[src/rtl/alu_pkg.sv]
// alu_pkg: shared widths, ALU opcode constants and opcode-class helpers for the
// integer execution unit and the reservation station that feeds it.
package alu_pkg;
   localparam int XLEN           = 32;
   localparam int ALU_OP_WIDTH   = 4;
   localparam int ROB_SIZE_WIDTH = 3;
   localparam int SHAMT_WIDTH    = 5;

   localparam logic [ALU_OP_WIDTH-1:0] ALU_ADD  = 4'd0;
   localparam logic [ALU_OP_WIDTH-1:0] ALU_SUB  = 4'd1;
   localparam logic [ALU_OP_WIDTH-1:0] ALU_AND  = 4'd2;
   localparam logic [ALU_OP_WIDTH-1:0] ALU_OR   = 4'd3;
   localparam logic [ALU_OP_WIDTH-1:0] ALU_XOR  = 4'd4;
   localparam logic [ALU_OP_WIDTH-1:0] ALU_SHL  = 4'd5;
   localparam logic [ALU_OP_WIDTH-1:0] ALU_SHR  = 4'd6;
   localparam logic [ALU_OP_WIDTH-1:0] ALU_SHRA = 4'd7;
   localparam logic [ALU_OP_WIDTH-1:0] ALU_EQ   = 4'd8;
   localparam logic [ALU_OP_WIDTH-1:0] ALU_NEQ  = 4'd9;
   localparam logic [ALU_OP_WIDTH-1:0] ALU_LT   = 4'd10;
   localparam logic [ALU_OP_WIDTH-1:0] ALU_LTU  = 4'd11;
   localparam logic [ALU_OP_WIDTH-1:0] ALU_GE   = 4'd12;
   localparam logic [ALU_OP_WIDTH-1:0] ALU_GEU  = 4'd13;

   function automatic logic is_cmp(input logic [ALU_OP_WIDTH-1:0] op);
      return op >= ALU_EQ && op <= ALU_GEU;
   endfunction
endpackage

[src/rtl/alu_compare.sv]
// alu_compare: the six compare/branch-condition ops, producing 1 or 0 on the
// full datapath width; non-compare opcodes yield 0.
module alu_compare
   import alu_pkg::*;
(
   input  logic [ALU_OP_WIDTH-1:0] op,
   input  logic [XLEN-1:0]         a,
   input  logic [XLEN-1:0]         b,
   output logic [XLEN-1:0]         res
);
   logic eq, lt, ltu, hit;
   assign eq  = a == b;
   assign lt  = $signed(a) < $signed(b);
   assign ltu = a < b;
   assign hit = op == ALU_EQ  ? eq   :
                op == ALU_NEQ ? !eq  :
                op == ALU_LT  ? lt   :
                op == ALU_LTU ? ltu  :
                op == ALU_GE  ? !lt  :
                op == ALU_GEU ? !ltu : 1'b0;
   assign res = {{(XLEN-1){1'b0}}, hit};
endmodule

[src/rtl/alu.sv]
// alu: single-issue RV32I integer unit; accepts every issue from the reservation
// station and broadcasts the registered result one cycle later.
module alu
   import alu_pkg::*;
(
   input  logic                      clk,
   input  logic                      rst,
   input  logic                      rdy,
   input  logic                      flush,
   input  logic                      rs_ready,
   input  logic [ALU_OP_WIDTH-1:0]   rs_op,
   input  logic [XLEN-1:0]           rs_val1,
   input  logic [XLEN-1:0]           rs_val2,
   input  logic [ROB_SIZE_WIDTH-1:0] rs_id,
   output logic                      alu_ready,
   output logic [XLEN-1:0]           alu_res,
   output logic [ROB_SIZE_WIDTH-1:0] alu_id
);
   logic [SHAMT_WIDTH-1:0] shamt;
   logic [XLEN-1:0]        cmp_res, next_res;

   assign shamt = rs_val2[SHAMT_WIDTH-1:0];

   alu_compare u_cmp (
      .op  (rs_op),
      .a   (rs_val1),
      .b   (rs_val2),
      .res (cmp_res)
   );

   // Undefined opcodes fall through to 0 but still pulse alu_ready so the ROB entry retires.
   always_comb begin
      next_res = '0;
      case (rs_op)
         ALU_ADD:  next_res = rs_val1 + rs_val2;
         ALU_SUB:  next_res = rs_val1 - rs_val2;
         ALU_AND:  next_res = rs_val1 & rs_val2;
         ALU_OR:   next_res = rs_val1 | rs_val2;
         ALU_XOR:  next_res = rs_val1 ^ rs_val2;
         ALU_SHL:  next_res = rs_val1 << shamt;
         ALU_SHR:  next_res = rs_val1 >> shamt;
         ALU_SHRA: next_res = $signed(rs_val1) >>> shamt;
         default:  next_res = is_cmp(rs_op) ? cmp_res : '0;
      endcase
   end

   always_ff @(posedge clk) begin
      if (rdy) begin
         if (rst) begin
            alu_ready <= 1'b0;
            alu_res   <= '0;
            alu_id    <= '0;
         end else if (flush) begin
            alu_ready <= 1'b0;
         end else begin
            alu_ready <= rs_ready;
            if (rs_ready) begin
               alu_res <= next_res;
               alu_id  <= rs_id;
            end
         end
      end
   end
endmodule

[config.mk]
export PLATFORM = sky130hd
export DESIGN_NAME = alu
export DESIGN_NICKNAME = d
export VERILOG_FILES = /design/src/rtl/alu_pkg.sv /design/src/rtl/alu_compare.sv /design/src/rtl/alu.sv
export SDC_FILE = /design/constraint.sdc
export NUM_CORES = 1
export LEC_CHECK = 0
export ABC_CLOCK_PERIOD_IN_PS = 7690
export BUFFER_PORTS_ARGS = -buffer_cell sky130_fd_sc_hd__clkbuf_2
export CORE_ASPECT_RATIO = 1.75
export CORE_MARGIN = 5
export CORE_UTILIZATION = 40
export CTS_CLUSTER_DIAMETER = 50
export DETAILED_ROUTE_END_ITERATION = 8
export GPL_TIMING_DRIVEN = 0
export PLACE_DENSITY = 0.59
export SLEW_MARGIN = 20
export SYNTH_ARGS = -nofsm -noshare
export SYNTH_HDL_FRONTEND = slang
export SYNTH_SLANG_ARGS = --single-unit
[constraint.sdc]
create_clock -name clk -period 7.69 [get_ports clk]
set_input_delay 0 -clock clk [delete_from_list [all_inputs] [get_ports clk]]
set_output_delay 0 -clock clk [all_outputs]
set_load 0.005 [all_outputs]
==> results of run 1 <==
## Yosys cell counts, types with 6 or more instances
cell	n	area, um^2
a221oi_1	19	166
buf_4	8	60.1
nor3_1	29	145
a211oi_1	32	240
a21oi_1	114	571
o2111ai_1	6	52.6
and2_1	6	37.5
o21a_1	8	60.1
o21ai_0	96	480
nand2_1	129	484
o211ai_1	30	225
o21bai_1	13	97.6
clkbuf_1	69	259
edfxtp_1	36	1080
mux2_2	23	259
nor2b_1	18	113
nand2b_1	10	62.6
a22oi_1	18	135
xor2_1	7	61.3
nand3_1	29	145
buf_1	11	41.3
a21o_1	8	60.1
ha_1	100	1250
o31ai_1	16	120
buf_2	21	105
a31oi_1	21	131
inv_1	96	360
nor4_1	10	62.6
o22ai_1	11	68.8
nor2_1	165	619
xnor2_1	21	184
mux2i_1	55	551
mux4_2	23	518
## area by class of cell
class | instances | area [um^2] | area share [%]
plain buffers | 110 | 477 | 4.40
clock buffers | 5 | 125 | 1.15
clock inverters | 2 | 7.51 | 0.0693
inverters | 98 | 368 | 3.39
multi-input cells | 1120 | 7800 | 72.0
flip-flops and latches | 36 | 1080 | 9.97
well taps | 308 | 385 | 3.56
repair buffers | 113 | 591 | 5.45
## what timing repair did
| action | in CTS | in global routing |
|---|---|---|
| setup endpoints to repair | 0 | 0 |
| hold buffers | 2 | 0 |
| buffers inserted | 0 | 0 |
| hold endpoints to repair | 2 | 0 |
## stage by stage
step / instance area, um^2 / hold WS (ns)
final: 10800 / -0.00192
after global routing: 10800 / 0.0325
after CTS: 10800 / 0.0106
after detailed placement: 10700 / 0.220
after global placement: 10700 / 0.213
after floorplan: 9720 / 0.112
## sequential cells by signal, summed over array words and instances (netlist names)
signal,count
alu_id,3
alu_res,32
alu_ready,1
## layer usage
layer  GRT usage (%)  vias up  wire length (um)
li1                -     5248                 -
met1            41.4     5702             18700
met2            67.4      879             27400
met3            5.94      301              4370
met4            36.7        0              6650
met5               0        -                 0
## power groups by stage
stage	registers (W)	clock network, W	logic, W
6_report	0.000238	0.000203	0.000765
5_1_grt	0.000240	0.000207	0.000802
4_1_cts	0.000239	0.000202	0.000733
3_5_place_dp	0.000243	0	0.000729
3_3_place_gp	0.000242	0	0.000731
2_1_floorplan	0.000245	0	0.000446
## critical path, delay by kind of cell
kind | cells | cell delay, ns
AOI/OAI and AO/OA | 7 | 2.33
xor gates and xnor gates | 1 | 0.16
buffers and inverters | 6 | 2.02
and+or+nand+nor | 1 | 0.24
adders and majority gates | 1 | 0.29
## how the worst min path moves through the flow
stage / to / slack [ns] / depth (start not counted)
floorplan: alu_ready / 0.11 / 0
CTS: alu_id[2] / 0.01 / 2
global placement: alu_ready / 0.21 / 1
detailed placement: alu_ready / 0.22 / 1
global route: alu_id[1] / 0.03 / 2
finish: alu_id[2] / -0.002 / 2
## cell families after synthesis
group | after synthesis | share of synthesized area (%)
AO/OA/AOI/OAI | 456 | 30.8
adder cells (fa/ha/maj) | 102 | 13.3
AND/OR/NAND/NOR | 433 | 20.0
flip-flops | 36 | 11.1
XOR/XNOR | 28 | 2.52
multiplexers | 101 | 13.7
buffers and inverters | 208 | 8.69
==> summary.txt, run 1 <==
Setup path
  – WS Path Type: in2reg
  – Worst Setup EP: alu_res[31]
  – Setup crit end kind: flop
  – Cell chain of the critical path: clkbuf_2, buf_2, inv_1, buf_2, buf_2, buf_2, ha_1, a211oi_1, o21ai_0, nand3_1, o211ai_1, a311o_1, a221o_1, xor2_1, a21oi_1, a21oi_1
  – WP data arrival: 5.07 ns
  – Worst-path fanout max: 12
  – Worst Setup SP: rs_val2[1]
  – Slowest CP cell: o21ai_0
  – Most frequent CP cell: buf_2
  – Worst Path Required: 7.77 ns
  – Crit path launch type: input pin
  – Max incr delay on CP: 0.56 ns

Detailed routing
  – WL/cell: 31.9 um
  – DRT iter0 DRCs: 1,339
  – Drt pass-1 iters: 6
  – Vias: 12.1k
  – Drt drc: 0
  – Routed Wire Length: 57,100 um
  – Antenna viol nets, final: 0
  – Vias/cell: 6.77

Placement
  – DP Worst Slack: 2.71 ns
  – RePlAce Congestion: 1.07
  – Post-DP HPWL: 46,800 um
  – Number of I/O port buffers: 110
  – Placed Instances: 1,783

Logic synthesis
  – Synth unique cells: 72
  – Post-synthesis sequential area ratio: 11.1%
  – Seq cells post-synth: 36
  – Syn Area/Cell: 7.13 um^2
  – Post-synth net total: 1,542
  – Ys async rst share: 0%
  – Dominant synthesized flop cell: edfxtp_1
  – Post-synth EDFFs: 36
  – Post-Syn Area: 9720 um^2
  – Syn Inst Count: 1,364
  – Warnings from Yosys: 0

Cells and area
  – Final core utilization: 45.1%
  – Filler cells: 2,641
  – Nets: 1,662
  – Share of layout cells above drive strength 1: 14.2%
  – Non-Filler Instances: 1,792
  – Syn-to-layout area delta: 11.5%
  – Antenna diodes: 0
  – Commonest non-fill, non-tap cell in the layout: nor2_1
  – Most frequent cells in the layout: nor2_1, nand2_1, a21oi_1

Timing
  – Max-slew violations: 0
  – Final number of setup-violating endpoints: 0
  – Fmax: 200 MHz
  – Final TNS setup: 0 ns
  – Worst slew margin: 32.6%
  – Worst-Margin Slew: 1.01 ns
  – WHS: -0.00192 ns
  – Final worst setup slack: 2.70 ns
  – Period utilisation layout: 64.9%
  – RSZ-0062 raised after global routing: no
  – Fin. Hold Viols: 1
  – Tmin final: 4.99 ns

Power and ir drop
  – Power Density: 111 nW/um^2
  – Final Power: 0.00121 W
  – Switching share of total power: 50.3%
  – Switching pwr: 0.000606 W
  – Sequential group share of total power: 19.8%
  – Lkg Pwr: 4.51 nW
  – Int Power: 0.000600 W
  – Peak supply drop: 0.0000800 V
  – Clock share of power: 16.9%
  – Gate power share: 63.4%

CTS
  – Max Buffers Root-to-Sink: 2
  – CTS sink cnt: 36
  – CTS Buf Count: 5
  – Reg clk slew, reported paths: 0.06 ns
  – Root Buffer: clkbuf_16
  – PostCTS Resize Cnt: 0
  – CTS H-tree depth: 2
  – CTS tree: yes

Flow run
  – Max-cap violation count: 0

Die
  – # IOs: 112
  – Die ar.: 27,700 um^2
  – Initial core utilization: 40.5%
  – Core Footprint: 24,000 um^2
  – Die W: 128 um
  – Die Y-Extent: 216 um
  – Std cell rows: 75

Hold path
  – Hold_sp: rs_id[2]
  – Worst min-delay path category: in2reg

Global route
  – Antenna violations before repair: 1
  – GRT overflow: 0
  – First-pass GRT wire length: 80,500 um
  – All-Layer GR Usage: 39.8%
  – Vias in the first global route: 12.0k
  – Pin count of the biggest net entering global routing: 29

Status
  – Outcome: complete, but fails checks
  – Failing checks: negative hold slack
Power figures use the tool's default switching activity.
==> run 2: changes to the inputs <==
--- a/config.mk
+++ b/config.mk
@@ -5,7 +5,7 @@
 export SDC_FILE = /design/constraint.sdc
 export NUM_CORES = 1
 export LEC_CHECK = 0
-export ABC_CLOCK_PERIOD_IN_PS = 7690
+export ABC_CLOCK_PERIOD_IN_PS = 4700
 export BUFFER_PORTS_ARGS = -buffer_cell sky130_fd_sc_hd__clkbuf_2
 export CORE_ASPECT_RATIO = 1.75
 export CORE_MARGIN = 5
==> constraint.sdc (replaced) <==
create_clock -name clk -period 4.7 [get_ports clk]
set_input_delay 0 -clock clk [delete_from_list [all_inputs] [get_ports clk]]
set_output_delay 0 -clock clk [all_outputs]
set_load 0.005 [all_outputs]
==> run 2 against run 1 <==
The run still ends with negative hold slack left. Critical path depth stayed put. Clock-buffer cell count stayed put. Clock power is 65% higher. Core utilization is 0.10 points higher. Critical path type unchanged.
==> summary.txt, run 2 (same netlist as run 1, synthesis figures left out) <==
Status
  – Outcome: complete, but fails checks (unchanged)
  – Failing checks: negative hold slack (unchanged)

CTS
  – Max Buffers Root-to-Sink: 2 (unchanged)
  – CTS tree: yes (unchanged)
  – Setup Fix Bufs, Post-CTS: 0 (unchanged)
  – CTS Buf Count: 5 (unchanged)
  – CTS sink cnt: 36 (unchanged)
  – Root Buffer: clkbuf_16 (unchanged)
  – CTS H-tree depth: 2 (unchanged)
  – Reg clk slew, reported paths: 0.06 ns (about the same)

Cells and area
  – Largest Register: alu_res (unchanged)
  – Share of layout cells above drive strength 1: 14.5% (was 14.2%)
  – Antenna diodes: 0 (unchanged)
  – Largest register FFs: 32 (unchanged)
  – Register area: 1080 um^2 (unchanged)
  – Commonest non-fill, non-tap cell in the layout: nor2_1 (unchanged)
  – Nets: 1,662 (unchanged)
  – Multi-input logic area: 7820 um^2 (was 7800 um^2)
  – Filler cells: 2,642 (was 2,641)
  – Most frequent cells in the layout: nor2_1, nand2_1, a21oi_1 (unchanged)
  – Syn-to-layout area delta: 11.7% (was 11.5%)
  – Regs by FF count: alu_res: 32 flops, alu_id: 3 flops, alu_ready: 1 flops (unchanged)

Global route
  – Pin count of the biggest net entering global routing: 29 (unchanged)
  – All-Layer GR Usage: 39.8% (unchanged)
  – GRT overflow: 0 (unchanged)
  – Antenna violations before repair: 1 (unchanged)
  – First-pass GRT wire length: 80,500 um (unchanged)
  – Vias in the first global route: 12.0k (unchanged)

Die
  – Std cell rows: 75 (unchanged)
  – Initial core utilization: 40.5% (unchanged)
  – Die Y-Extent: 216 um (unchanged)
  – Core Footprint: 24,000 um^2 (unchanged)
  – Die ar.: 27,700 um^2 (unchanged)
  – Die W: 128 um (unchanged)
  – # IOs: 112 (unchanged)

Hold path
  – Hold Crit Depth: 2 (unchanged)
  – Worst min-delay path category: in2reg (unchanged)

Placement
  – Number of I/O port buffers: 110 (unchanged)
  – RePlAce Congestion: 1.07 (unchanged)
  – DP Worst Slack: -0.281 ns (was 2.71 ns)
  – Post-DP HPWL: 46,800 um (unchanged)

Timing
  – Worst slew margin: 32.6% (about the same)
  – Period utilisation layout: 99.4%
  – Final number of setup-violating endpoints: 0 (unchanged)
  – Fmax: 214 MHz
  – WHS: -0.00267 ns (was -0.00192 ns)
  – Worst-Margin Slew: 1.01 ns (about the same)
  – Final worst setup slack: 0.0279 ns (was 2.70 ns)
  – Max-slew violations: 0 (unchanged)
  – Fin. Hold Viols: 1 (unchanged)
  – Tmin final: 4.67 ns

Power and ir drop
  – Peak supply drop: 0.000133 V (was 0.0000800 V)
  – Final Power: 0.00198 W (was 0.00121 W)
  – Power Density: 182 nW/um^2 (was 111 nW/um^2)
  – Lkg Pwr: 4.51 nW (about the same)

Setup path
  – WP data arrival: 4.75 ns (was 5.07 ns)
  – WS Path Type: in2reg (unchanged)
  – Crit path launch type: input pin (unchanged)
  – Setup crit end kind: flop (unchanged)
  – Worst Path Required: 4.78 ns (was 7.77 ns)
  – Worst-path fanout max: 12 (unchanged)

Detailed routing
  – Drt drc: 0 (unchanged)
  – Antenna viol nets, final: 0 (unchanged)
  – DRT iter0 DRCs: 1,375 (was 1,339)
  – Vias/cell: 6.74 (was 6.77)
  – Drt pass-1 iters: 8 (was 6)
  – Vias: 12.1k (about the same)
  – WL/cell: 31.9 um (about the same)
  – Routed Wire Length: 57,100 um (about the same)

Flow run
  – Max-cap violation count: 0 (unchanged)
run 2: metrics by stage:
stage	TNS, ns	std cells	util [%]	instance area (um^2)
2_1_floorplan	0	1364	-	9720
3_3_place_gp	-1.82	1782	44.4	10700
3_5_place_dp	-1.32	1783	44.5	10700
4_1_cts	0	1792	45.1	10800
5_1_grt	-0.00663	1792	45.2	10900
6_report	0	1792	45.2	10900
run 2: timing repair:
item,4_1_cts,5_1_grt
gates resized for setup,0,8
endpoints found under the setup margin,0,9
hold endpoints to repair,2,0
hold buffers,2,0
run 2: worst max-delay path: stages:
cell	delay [ns]
clkbuf_2	0.15
buf_2	0.35
clkinvlp_4	0.34
buf_2	0.31
clkbuf_4	0.29
clkbuf_4	0.30
ha_1	0.42
a211oi_1	0.14
o21ai_1	0.39
nand3_1	0.21
o211ai_1	0.46
a311o_1	0.47
a221o_1	0.27
xor2_1	0.17
a21oi_1	0.09
a21oi_1	0.35
run 2: cell type report:
| cell class | count | share of cell area, % |
|---|---|---|
| Buffer | 110 | 4.45 |
| Clock buffer | 5 | 1.15 |
| Clock inverter | 2 | 0.0691 |
| Inverter | 98 | 3.42 |
| Multi-Input combinational cell | 1120 | 72.0 |
| Sequential cell | 36 | 9.95 |
| Tap cell | 308 | 3.55 |
| Timing Repair Buffer | 113 | 5.44 |
run 2: power breakdown:
group / internal [W] / switching (W)
registers: 0.000383 / 0.00000667
logic: 0.000410 / 0.000844
clock network: 0.000190 / 0.000145
run 2: path summary, 6_finish.rpt:
check | start | endpoint | slack, ns
worst max-delay path | rs_val2[1] | alu_res[31] | 0.03
worst min-delay path | rs_id[2] | alu_id[2] | -0.003
run 2: routing by layer:
metal	up-vias	routed length (um)	track usage (%)
met5	-	0	0
met4	0	6660	36.7
met3	314	4370	5.94
met2	875	27400	67.4
met1	5639	18700	41.4
li1	5254	-	-
